`src/rtl/reg_alu_ctrl_if.sv`:
```
// Command handshake between a requester and reg_alu_ctrl.
//   cmd_valid/cmd_ready : one command moves on a rising edge where both are 1
//   cmd_kind            : 0 = ALU op (rd <- ra op rb), 1 = load-immediate
//   cmd_op/ra/rb/rd/imm : command payload, sampled only on acceptance
interface reg_alu_ctrl_if;
    localparam int unsigned ADDR_W = 3;
    localparam int unsigned OP_W   = 2;
    localparam int unsigned DATA_W = 16;

    logic              cmd_valid;
    logic              cmd_ready;
    logic              cmd_kind;
    logic [OP_W-1:0]   cmd_op;
    logic [ADDR_W-1:0] cmd_ra;
    logic [ADDR_W-1:0] cmd_rb;
    logic [ADDR_W-1:0] cmd_rd;
    logic [DATA_W-1:0] cmd_imm;

    modport master (
        output cmd_valid, cmd_kind, cmd_op, cmd_ra, cmd_rb, cmd_rd, cmd_imm,
        input  cmd_ready
    );

    modport slave (
        input  cmd_valid, cmd_kind, cmd_op, cmd_ra, cmd_rb, cmd_rd, cmd_imm,
        output cmd_ready
    );
endinterface

```
`src/rtl/reg_alu_ctrl.sv`:
```
// Sequencer for a register-file/ALU datapath. Accepts one command at a time
// and walks IDLE -> READ -> EXEC -> WRITE (ALU) or IDLE -> WRITE (load-imm).
// Ports:
//   clk, reset (async, active-low)
//   cmd            : command handshake (slave side)
//   alu_cout       : datapath carry-out, sampled on the edge leaving EXEC
//   rd_addr_a/b, op: datapath read addresses / ALU opcode (captured command)
//   wr_addr, wr, sel, d_in : datapath write port controls
//   busy, done, carry, cmd_cnt : status
// Every output is a flop; control outputs are computed from the next state.
module reg_alu_ctrl (
    input  logic        clk,
    input  logic        reset,
    reg_alu_ctrl_if.slave cmd,
    input  logic        alu_cout,
    output logic [2:0]  rd_addr_a,
    output logic [2:0]  rd_addr_b,
    output logic [2:0]  wr_addr,
    output logic [1:0]  op,
    output logic        sel,
    output logic        wr,
    output logic [15:0] d_in,
    output logic        busy,
    output logic        done,
    output logic        carry,
    output logic [7:0]  cmd_cnt
);
    localparam int unsigned ADDR_W = 3;
    localparam int unsigned OP_W   = 2;
    localparam int unsigned DATA_W = 16;
    localparam int unsigned CNT_W  = 8;

    typedef enum logic [1:0] {
        IDLE  = 2'd0,
        READ  = 2'd1,
        EXEC  = 2'd2,
        WRITE = 2'd3
    } state_e;

    state_e            state_q, state_d;
    logic              kind_q, kind_d;
    logic [OP_W-1:0]   op_q, op_d;
    logic [ADDR_W-1:0] ra_q, ra_d;
    logic [ADDR_W-1:0] rb_q, rb_d;
    logic [ADDR_W-1:0] rd_q, rd_d;
    logic [DATA_W-1:0] imm_q, imm_d;
    logic              carry_q, carry_d;
    logic [CNT_W-1:0]  cnt_q, cnt_d;
    logic              ready_q, ready_d;
    logic              busy_q, busy_d;
    logic              done_q, done_d;
    logic              wr_q, wr_d;
    logic              sel_q, sel_d;
    logic              accept_c;

    // Next-state, command capture and registered-output decode
    always_comb begin
        state_d  = state_q;
        kind_d   = kind_q;
        op_d     = op_q;
        ra_d     = ra_q;
        rb_d     = rb_q;
        rd_d     = rd_q;
        imm_d    = imm_q;
        carry_d  = carry_q;
        cnt_d    = cnt_q;
        accept_c = 1'b0;

        case (state_q)
            IDLE: begin
                if (cmd.cmd_valid) begin
                    accept_c = 1'b1;
                    state_d  = cmd.cmd_kind ? WRITE : READ;
                end
            end
            READ:  state_d = EXEC;
            EXEC: begin
                state_d = WRITE;
                carry_d = alu_cout;
            end
            WRITE: begin
                state_d = IDLE;
                cnt_d   = cnt_q + CNT_W'(1);
            end
            default: state_d = IDLE;
        endcase

        if (accept_c) begin
            kind_d = cmd.cmd_kind;
            op_d   = cmd.cmd_op;
            ra_d   = cmd.cmd_ra;
            rb_d   = cmd.cmd_rb;
            rd_d   = cmd.cmd_rd;
            imm_d  = cmd.cmd_imm;
        end

        // Decoding from state_d lets these flops line up with the state they describe
        ready_d = (state_d == IDLE);
        busy_d  = (state_d != IDLE);
        done_d  = (state_d == WRITE);
        wr_d    = (state_d == WRITE);
        sel_d   = (state_d == WRITE) && !kind_d;
    end

    // State and output registers
    always_ff @(posedge clk or negedge reset) begin
        if (!reset) begin
            state_q <= IDLE;
            kind_q  <= 1'b0;
            op_q    <= '0;
            ra_q    <= '0;
            rb_q    <= '0;
            rd_q    <= '0;
            imm_q   <= '0;
            carry_q <= 1'b0;
            cnt_q   <= '0;
            ready_q <= 1'b1;
            busy_q  <= 1'b0;
            done_q  <= 1'b0;
            wr_q    <= 1'b0;
            sel_q   <= 1'b0;
        end else begin
            state_q <= state_d;
            kind_q  <= kind_d;
            op_q    <= op_d;
            ra_q    <= ra_d;
            rb_q    <= rb_d;
            rd_q    <= rd_d;
            imm_q   <= imm_d;
            carry_q <= carry_d;
            cnt_q   <= cnt_d;
            ready_q <= ready_d;
            busy_q  <= busy_d;
            done_q  <= done_d;
            wr_q    <= wr_d;
            sel_q   <= sel_d;
        end
    end

    assign cmd.cmd_ready = ready_q;
    assign rd_addr_a     = ra_q;
    assign rd_addr_b     = rb_q;
    assign op            = op_q;
    assign wr_addr       = rd_q;
    assign d_in          = imm_q;
    assign sel           = sel_q;
    assign wr            = wr_q;
    assign busy          = busy_q;
    assign done          = done_q;
    assign carry         = carry_q;
    assign cmd_cnt       = cnt_q;
endmodule

```
`src/flat_wrapper.sv`:
```
// flat-port wrapper written by rule: the top's interface ports become plain ports
module reg_alu_ctrl_flat 
  (clk, reset, alu_cout, rd_addr_a, rd_addr_b, wr_addr, op, sel, wr, d_in, busy, done, carry, cmd_cnt, cmd_cmd_valid, cmd_cmd_kind, cmd_cmd_op, cmd_cmd_ra, cmd_cmd_rb, cmd_cmd_rd, cmd_cmd_imm, cmd_cmd_ready);
  reg_alu_ctrl_if cmd_i ();
  input  logic clk;
  input  logic reset;
  input  logic alu_cout;
  output logic [2:0] rd_addr_a;
  output logic [2:0] rd_addr_b;
  output logic [2:0] wr_addr;
  output logic [1:0] op;
  output logic sel;
  output logic wr;
  output logic [15:0] d_in;
  output logic busy;
  output logic done;
  output logic carry;
  output logic [7:0] cmd_cnt;
  input wire logic [$bits(cmd_i.cmd_valid)-1:0] cmd_cmd_valid;
  input wire logic [$bits(cmd_i.cmd_kind)-1:0] cmd_cmd_kind;
  input wire logic [$bits(cmd_i.cmd_op)-1:0] cmd_cmd_op;
  input wire logic [$bits(cmd_i.cmd_ra)-1:0] cmd_cmd_ra;
  input wire logic [$bits(cmd_i.cmd_rb)-1:0] cmd_cmd_rb;
  input wire logic [$bits(cmd_i.cmd_rd)-1:0] cmd_cmd_rd;
  input wire logic [$bits(cmd_i.cmd_imm)-1:0] cmd_cmd_imm;
  output wire logic [$bits(cmd_i.cmd_ready)-1:0] cmd_cmd_ready;
  assign cmd_i.cmd_valid = cmd_cmd_valid;
  assign cmd_i.cmd_kind = cmd_cmd_kind;
  assign cmd_i.cmd_op = cmd_cmd_op;
  assign cmd_i.cmd_ra = cmd_cmd_ra;
  assign cmd_i.cmd_rb = cmd_cmd_rb;
  assign cmd_i.cmd_rd = cmd_cmd_rd;
  assign cmd_i.cmd_imm = cmd_cmd_imm;
  assign cmd_cmd_ready = cmd_i.cmd_ready;
  reg_alu_ctrl u_core (.clk(clk), .reset(reset), .cmd(cmd_i), .alu_cout(alu_cout), .rd_addr_a(rd_addr_a), .rd_addr_b(rd_addr_b), .wr_addr(wr_addr), .op(op), .sel(sel), .wr(wr), .d_in(d_in), .busy(busy), .done(done), .carry(carry), .cmd_cnt(cmd_cnt));
endmodule
```
`config.mk`:
```
export PLATFORM = sky130hd
export DESIGN_NAME = reg_alu_ctrl_flat
export DESIGN_NICKNAME = d
export VERILOG_FILES = /design/src/rtl/reg_alu_ctrl_if.sv /design/src/rtl/reg_alu_ctrl.sv /design/src/flat_wrapper.sv
export SDC_FILE = /design/constraint.sdc
export NUM_CORES = 1
export LEC_CHECK = 0
export ABC_AREA = 1
export CELL_PAD_IN_SITES_DETAIL_PLACEMENT = 0
export CELL_PAD_IN_SITES_GLOBAL_PLACEMENT = 2
export CORE_MARGIN = 4
export CORE_UTILIZATION = 27
export CTS_CLUSTER_SIZE = 20
export DETAILED_ROUTE_END_ITERATION = 8
export GPL_TIMING_DRIVEN = 0
export PLACE_DENSITY_LB_ADDON = 0.1
export SYNTH_ARGS = -nofsm -noshare
export SYNTH_HDL_FRONTEND = slang
export SYNTH_SLANG_ARGS = --single-unit
export TNS_END_PERCENT = 10
```
`constraint.sdc`:
```
create_clock -name clk -period 2 [get_ports clk]
set_clock_uncertainty 0.1 [all_clocks]
set_input_delay 0.4 -clock clk [delete_from_list [all_inputs] [get_ports clk]]
set_output_delay 0.4 -clock clk [all_outputs]
set_load 0.005 [all_outputs]
```
==> metrics <==
Die Wd=90.4 µm; Antenna Nets Post-Route=0; synthesized area per cell=13.8 µm²; H-tree Lvls=2; final setup margin=198 ps; Yosys reg bits=43; dominant synthesized flop cell=dfrtp_1; die area=8180 µm²; Post-synth EDFFs=0; CTS tree=done; DR pass1 iterations=4; Worst path slowest cell=dfstp_2; outcome=finished, final reports clean; via count of the first global-routing pass=1352; Die Y=90.4 µm; Clock transition at path regs=80 ps; cts repair resizes=0; diode count=0; post-synth top area share=57.3%; RSZ-0062 raised after global routing=false; maximum fanout along the worst path=1; crit-path max cell delay=520 ps; final core occ=43.5%; critical path class=reg -> out; Port Buffers=72; Hold Vio Cnt, Final=0; Min Clock Period, post-route=1800 ps; CP endpoint kind=output pin; first-pass GRT wire length=6630 µm; Remaining DRCs=0; CP Launch Type=flip-flop; WP data arrival=1300 ps; Top delay family on crit path=flip-flops; Post-Syn Instances=133; period utilization=90.1%; max_cap viols=0; largest cells by area after synthesis=dfrtp_1 57%, mux2_4 16%, mux2_2 6.1%, ha_1 4.1%, nand2_1 3.7%; Final setup viols=0; fraction of layout cells with a size suffix above 1=21.9%; vias per inst=4.18; LEAKAGE=0.00131 µW; dpl ws=133 ps; post-synth cell types=20; TritonCTS Buffers=5; GR Util All Layers=10.0%; total negative slack=0 ps; Power Dens Cells=1510 nW/µm²; initial detailed-routing violation count=28; vias post-DR=1220; total grt overflow=0; largest net degree at the start of global routing=35; final wirelength=3920 µm; clock root buffer=clkbuf_8; HP Class=reg -> reg; Area Growth Syn to Fin=53.1%; FMAX=555 MHz; Hold Buf Count CTS=1; Final Slew Violations=0; Mapped Area=1830 µm²; Post-CTS Setup Inserts=0; Rel. slew slack=81.5%; async set or reset register ratio after synthesis=100%; syn nets=171; Placer Congestion=0.730; DP HPWL=3010 µm; CP required=1500 ps; worst path cell trace=clkdlybuf4s50_1; core area=6460 µm²; row count=29; total I/O pin count=73; clock sink count=43; largest area contributor in the netlist=dfrtp_1; pin slew with the least headroom to its limit=277 ps; antenna violations before repair=0; synth warn=0; clk buf depth=2; worst skew pair latency=290 ps; nets=252; initial core utilization=28.4%; register area share after synthesis=58.7%; worst path buffer plus inverter count=1; R2R setup slack=360 ps; detailed-route wire length per cell=13.4 µm; Max IR drop VDD=0.000591 V
## stage by stage
step,cells,hold slack (ps),total power [µW],area (µm²)
after global routing,292,418,4550,2810
after detailed placement,283,190,3510,2670
after CTS,292,410,4330,2810
after global placement,282,380,3450,2650
final,292,403,4240,2810
after floorplan,133,4.41,2470,1830
## cell usage in the layout (no fill, tap or decap), types with 2 or more instances in the layout
| master | count |
|---|---|
| nand3_1 | 5 |
| dfrtp_1 | 42 |
| bufinv_16 | 2 |
| mux2_4 | 19 |
| clkdlybuf4s50_1 | 71 |
| inv_1 | 12 |
| nor2_1 | 4 |
| clkbuf_8 | 5 |
| or2_2 | 2 |
| xor2_1 | 4 |
| buf_6 | 2 |
| mux2_2 | 10 |
| ha_1 | 6 |
| nand2_1 | 18 |
## cell type report
cell class / count / area [µm²]
clock inverters: 2 / 60.1
clock buffers: 6 / 72.6
flip-flops and latches: 43 / 1080
plain buffers: 3 / 30.0
inverters: 12 / 45.0
multi-input cells: 75 / 682
repair buffers: 74 / 746
well taps: 77 / 96.3
fillers: 616 / 3650
## registers in the layout, summed over array words and instances (netlist names)
signal                flops
u_core.d_in              16
u_core.cmd_cnt            8
u_core.rd_addr_a          3
u_core.rd_addr_b          3
u_core.wr_addr            3
u_core.op                 2
u_core.state_q            2
u_core.busy               1
u_core.carry              1
u_core.cmd.cmd_ready      1
u_core.done               1
u_core.kind_q             1
u_core.sel                1
## where the power goes
group          leakage [µW]  internal [µW]  switching (µW)
logic              0.000724           1290             616
registers          0.000516           1290             259
clock network     0.0000654            499             284
## routing by layer
layer / share of wire (%) / up-vias / track usage (%)
met5: 0 / - / 0
met1: 45 / 581 / 12.4
met4: 1.1 / 0 / 3.44
met3: 5.5 / 5 / 3.25
met2: 49 / 45 / 16.5
li1: - / 589 / -
## final timing paths
check                                     start  cells after the start                   to
min                               u_core.kind_q                      2        u_core.kind_q
max                        u_core.cmd.cmd_ready                      1        cmd_cmd_ready
max reg2reg                   u_core.state_q[1]                      5  u_core.rd_addr_b[1]
max in group asynchronous                 reset                      3        u_core.kind_q
min in group asynchronous                 reset                      2    u_core.cmd_cnt[3]
min reg2reg                       u_core.kind_q                      2        u_core.kind_q
## synth_stat cells (2+ instances only)
cell type	n
buf_6	2
dfrtp_1	42
ha_1	6
inv_1	12
mux2_2	10
mux2_4	19
nand2_1	18
nand3_1	5
nor2_1	4
or2_2	2
xor2_1	4
## logic make-up after synthesis
kind of cell	after synthesis	share of synthesized area, %
adder cells (fa/ha/maj)	6	4.09
AO/OA/AOI/OAI	1	0.273
multiplexers	29	21.7
flip-flops	43	58.7
buffers and inverters	15	4.09
AND/OR/NAND/NOR	34	8.73
XOR/XNOR	5	2.39
(Power assumes the default switching activity.)
==> variant (same settings) <==
`imm_q` no longer has a reset.
--- a/src/rtl/reg_alu_ctrl.sv
+++ b/src/rtl/reg_alu_ctrl.sv
@@ -111,7 +111,6 @@
             ra_q    <= '0;
             rb_q    <= '0;
             rd_q    <= '0;
-            imm_q   <= '0;
             carry_q <= 1'b0;
             cnt_q   <= '0;
             ready_q <= 1'b1;
@@ -126,7 +125,6 @@
             ra_q    <= ra_d;
             rb_q    <= rb_d;
             rd_q    <= rd_d;
-            imm_q   <= imm_d;
             carry_q <= carry_d;
             cnt_q   <= cnt_d;
             ready_q <= ready_d;
@@ -135,6 +133,10 @@
             wr_q    <= wr_d;
             sel_q   <= sel_d;
         end
+    end
+
+    always_ff @(posedge clk) begin
+        imm_q <= imm_d;
     end
 
     assign cmd.cmd_ready = ready_q;
Function: changed (Yosys sat finds a counterexample within 4 cycles, from zero or initial values and one cycle with reset low).
==> variant against the original RTL <==
Global-route usage rose by 0.50 points. Sequential cell count did not move. Worst setup slack got worse by 2.8 ps. Power fell by 26%. Routed wire length fell by 4.4%. Synthesized area fell by 9.8%. Final area fell by 9.2%. Critical path type unchanged. Critical endpoint unchanged.
==> variant: results (changes against the original RTL) <==
Post-synthesis cell type count -> 20 (unchanged)
Final wirelength -> 3748 um (-4.4%)
Gates resized, CTS repair -> 0 (unchanged)
Crit path DAT -> 1300 ps (about the same)
CP Launch Point -> u_core.cmd.cmd_ready
Worst Path Max Fanout -> 1 (unchanged)
Crit path max-delay family -> flip-flops
R2R Setup Slk -> 310 ps (-50 ps)
Post-synthesis sequential area ratio -> 0.6992 (+0.1119)
Max-slew violations -> 0 (unchanged)
Clock tree buffer depth -> 2 (unchanged)
NumNets Final -> 259 (+2.8%)
RR Endpoint -> u_core.d_in[12]
Post-synth top cells -> nand2_1, dfrtp_1, edfxtp_1
Synth Net Count -> 180 (+5.3%)
First drt pass iteration count -> 4 (unchanged)
Area after DPL -> 0.002470 sq mm (-7.4%)
Filler cells -> 568 (-7.8%)
Most frequent cell after synthesis -> nand2_1
Clock root buffer -> clkbuf_8
Post-synth EDFFs -> 16 (+16)
Fraction of layout cells with a size suffix above 1 -> 0.07658 (-0.1420)
Worst Max-Slew Pin Slew -> 600.0 ps (+322.8 ps)
Slowest stage delay, CP -> 520 ps (about the same)
Hold bufs inserted after CTS -> 0 (-1)
Slowest-stage cell, CP -> dfstp_2
Clock transition at path regs -> 80 ps (about the same)
Synth top area cells -> dfrtp_1, edfxtp_1, nand2_1
Leakage power total -> 1.130 nW (-13%)
ANT cells -> 0 (unchanged)
Global-route wire length before repair -> 6023 um (-9.2%)
Total track usage -> 0.1054 (+0.005033)
DRT iter0 DRCs -> 15 (-46%)
Setup bufs post-CTS -> 0 (unchanged)
Clk Latency, worst-skew pair -> 290 ps (about the same)
Final setup vio count -> 0 (unchanged)
Synth async-reset ratio -> 0.6279 (-0.3721)
Hpwl dp -> 2889 um (-3.9%)
Worst Hold Class -> primary input to asynchronous set/reset pin
Post-Route Utilization -> 0.4307 (-0.004224)
Vias -> 1203 (-1.4%)
Initial antenna violation count -> 0 (unchanged)
Num CTS Buffers -> 5 (unchanged)
Htree depth -> 2 (unchanged)
Largest net degree at the start of global routing -> 28 (-20%)
Max reg flops -> 16 (unchanged)
Synth warnings -> 0 (unchanged)
GPL Wtd Cong -> 0.7808 (+6.9%)
Worst R2R Start -> u_core.state_q[0]
Peak supply drop -> 511.4 uV (-13%)
Input/output buffers -> 72 (unchanged)
Status -> finished, final reports clean
variant: cell types whose count changed in the layout (fill, tap and decap cells not counted), moves of 8 or more:
cell / change
dfrtp_1: -16
edfxtp_1: +16
mux2_2: -8
mux2_4: -19
nand2_1: +36
variant: cells by family (layout without fill, tap and decap cells):
group                      Yosys count  in the layout  share of synthesized area
and+or+nand+nor                     68             68                     0.1686
adders and majority gates            6              6                    0.04535
DFF                                 43             43                     0.6992
muxes                                2              2                    0.01360
AOI/OAI and AO/OA                    1              1                   0.003021
xor gates and xnor gates             5              5                    0.02646
buffers and inverters               17             97                    0.04383
variant: where the power goes:
| group | leakage (nW) | switching (mW) | internal, mW |
|---|---|---|---|
| combinational | 0.607 | 0.510 | 0.699 |
| clock | 0.0412 | 0.277 | 0.244 |
| sequential | 0.482 | 0.173 | 1.22 |
| total | 1.13 | 0.961 | 2.17 |
variant: layout make-up:
| type | instances | area share |
|---|---|---|
| tap | 75 | 0.03680 |
| clock inverter | 2 | 0.004907 |
| inverter | 14 | 0.02061 |
| timing repair buffer | 72 | 0.2807 |
| sequential | 43 | 0.4539 |
| clock buffer | 6 | 0.02846 |
| multi-input combinational | 82 | 0.1668 |
| buffer | 3 | 0.007851 |
variant: worst min-delay path by stage:
stage | from | to | slack, ps | cells past startpoint
after global placement | u_core.op[0] | u_core.op[0] | 360 | 2
final | reset | u_core.cmd_cnt[3] | 10 | 1
after detailed placement | u_core.rd_addr_a[1] | u_core.rd_addr_a[1] | 370 | 2
after global routing | reset | u_core.rd_addr_b[0] | 60 | 1
after CTS | u_core.op[1] | u_core.op[1] | 380 | 2
after floorplan | reset | u_core.busy | 4 | 0
variant: metal layers:
| metal | share of wire | global-route usage | vias to the layer above |
|---|---|---|---|
| met5 | 0 | 0 | - |
| met4 | 0.014 | 0.03399 | 0 |
| met3 | 0.097 | 0.03897 | 6 |
| met2 | 0.48 | 0.1878 | 50 |
| met1 | 0.41 | 0.1162 | 551 |
| li1 | - | - | 596 |
variant: metrics by stage:
stage	power, mW	instances	setup slack [ps]
floorplan	1.924	142	527.8
global placement	2.628	289	-0.1137
detailed placement	2.664	289	-51.24
CTS	3.208	297	172.7
global route	3.388	297	145.9
finish	3.128	297	195.5
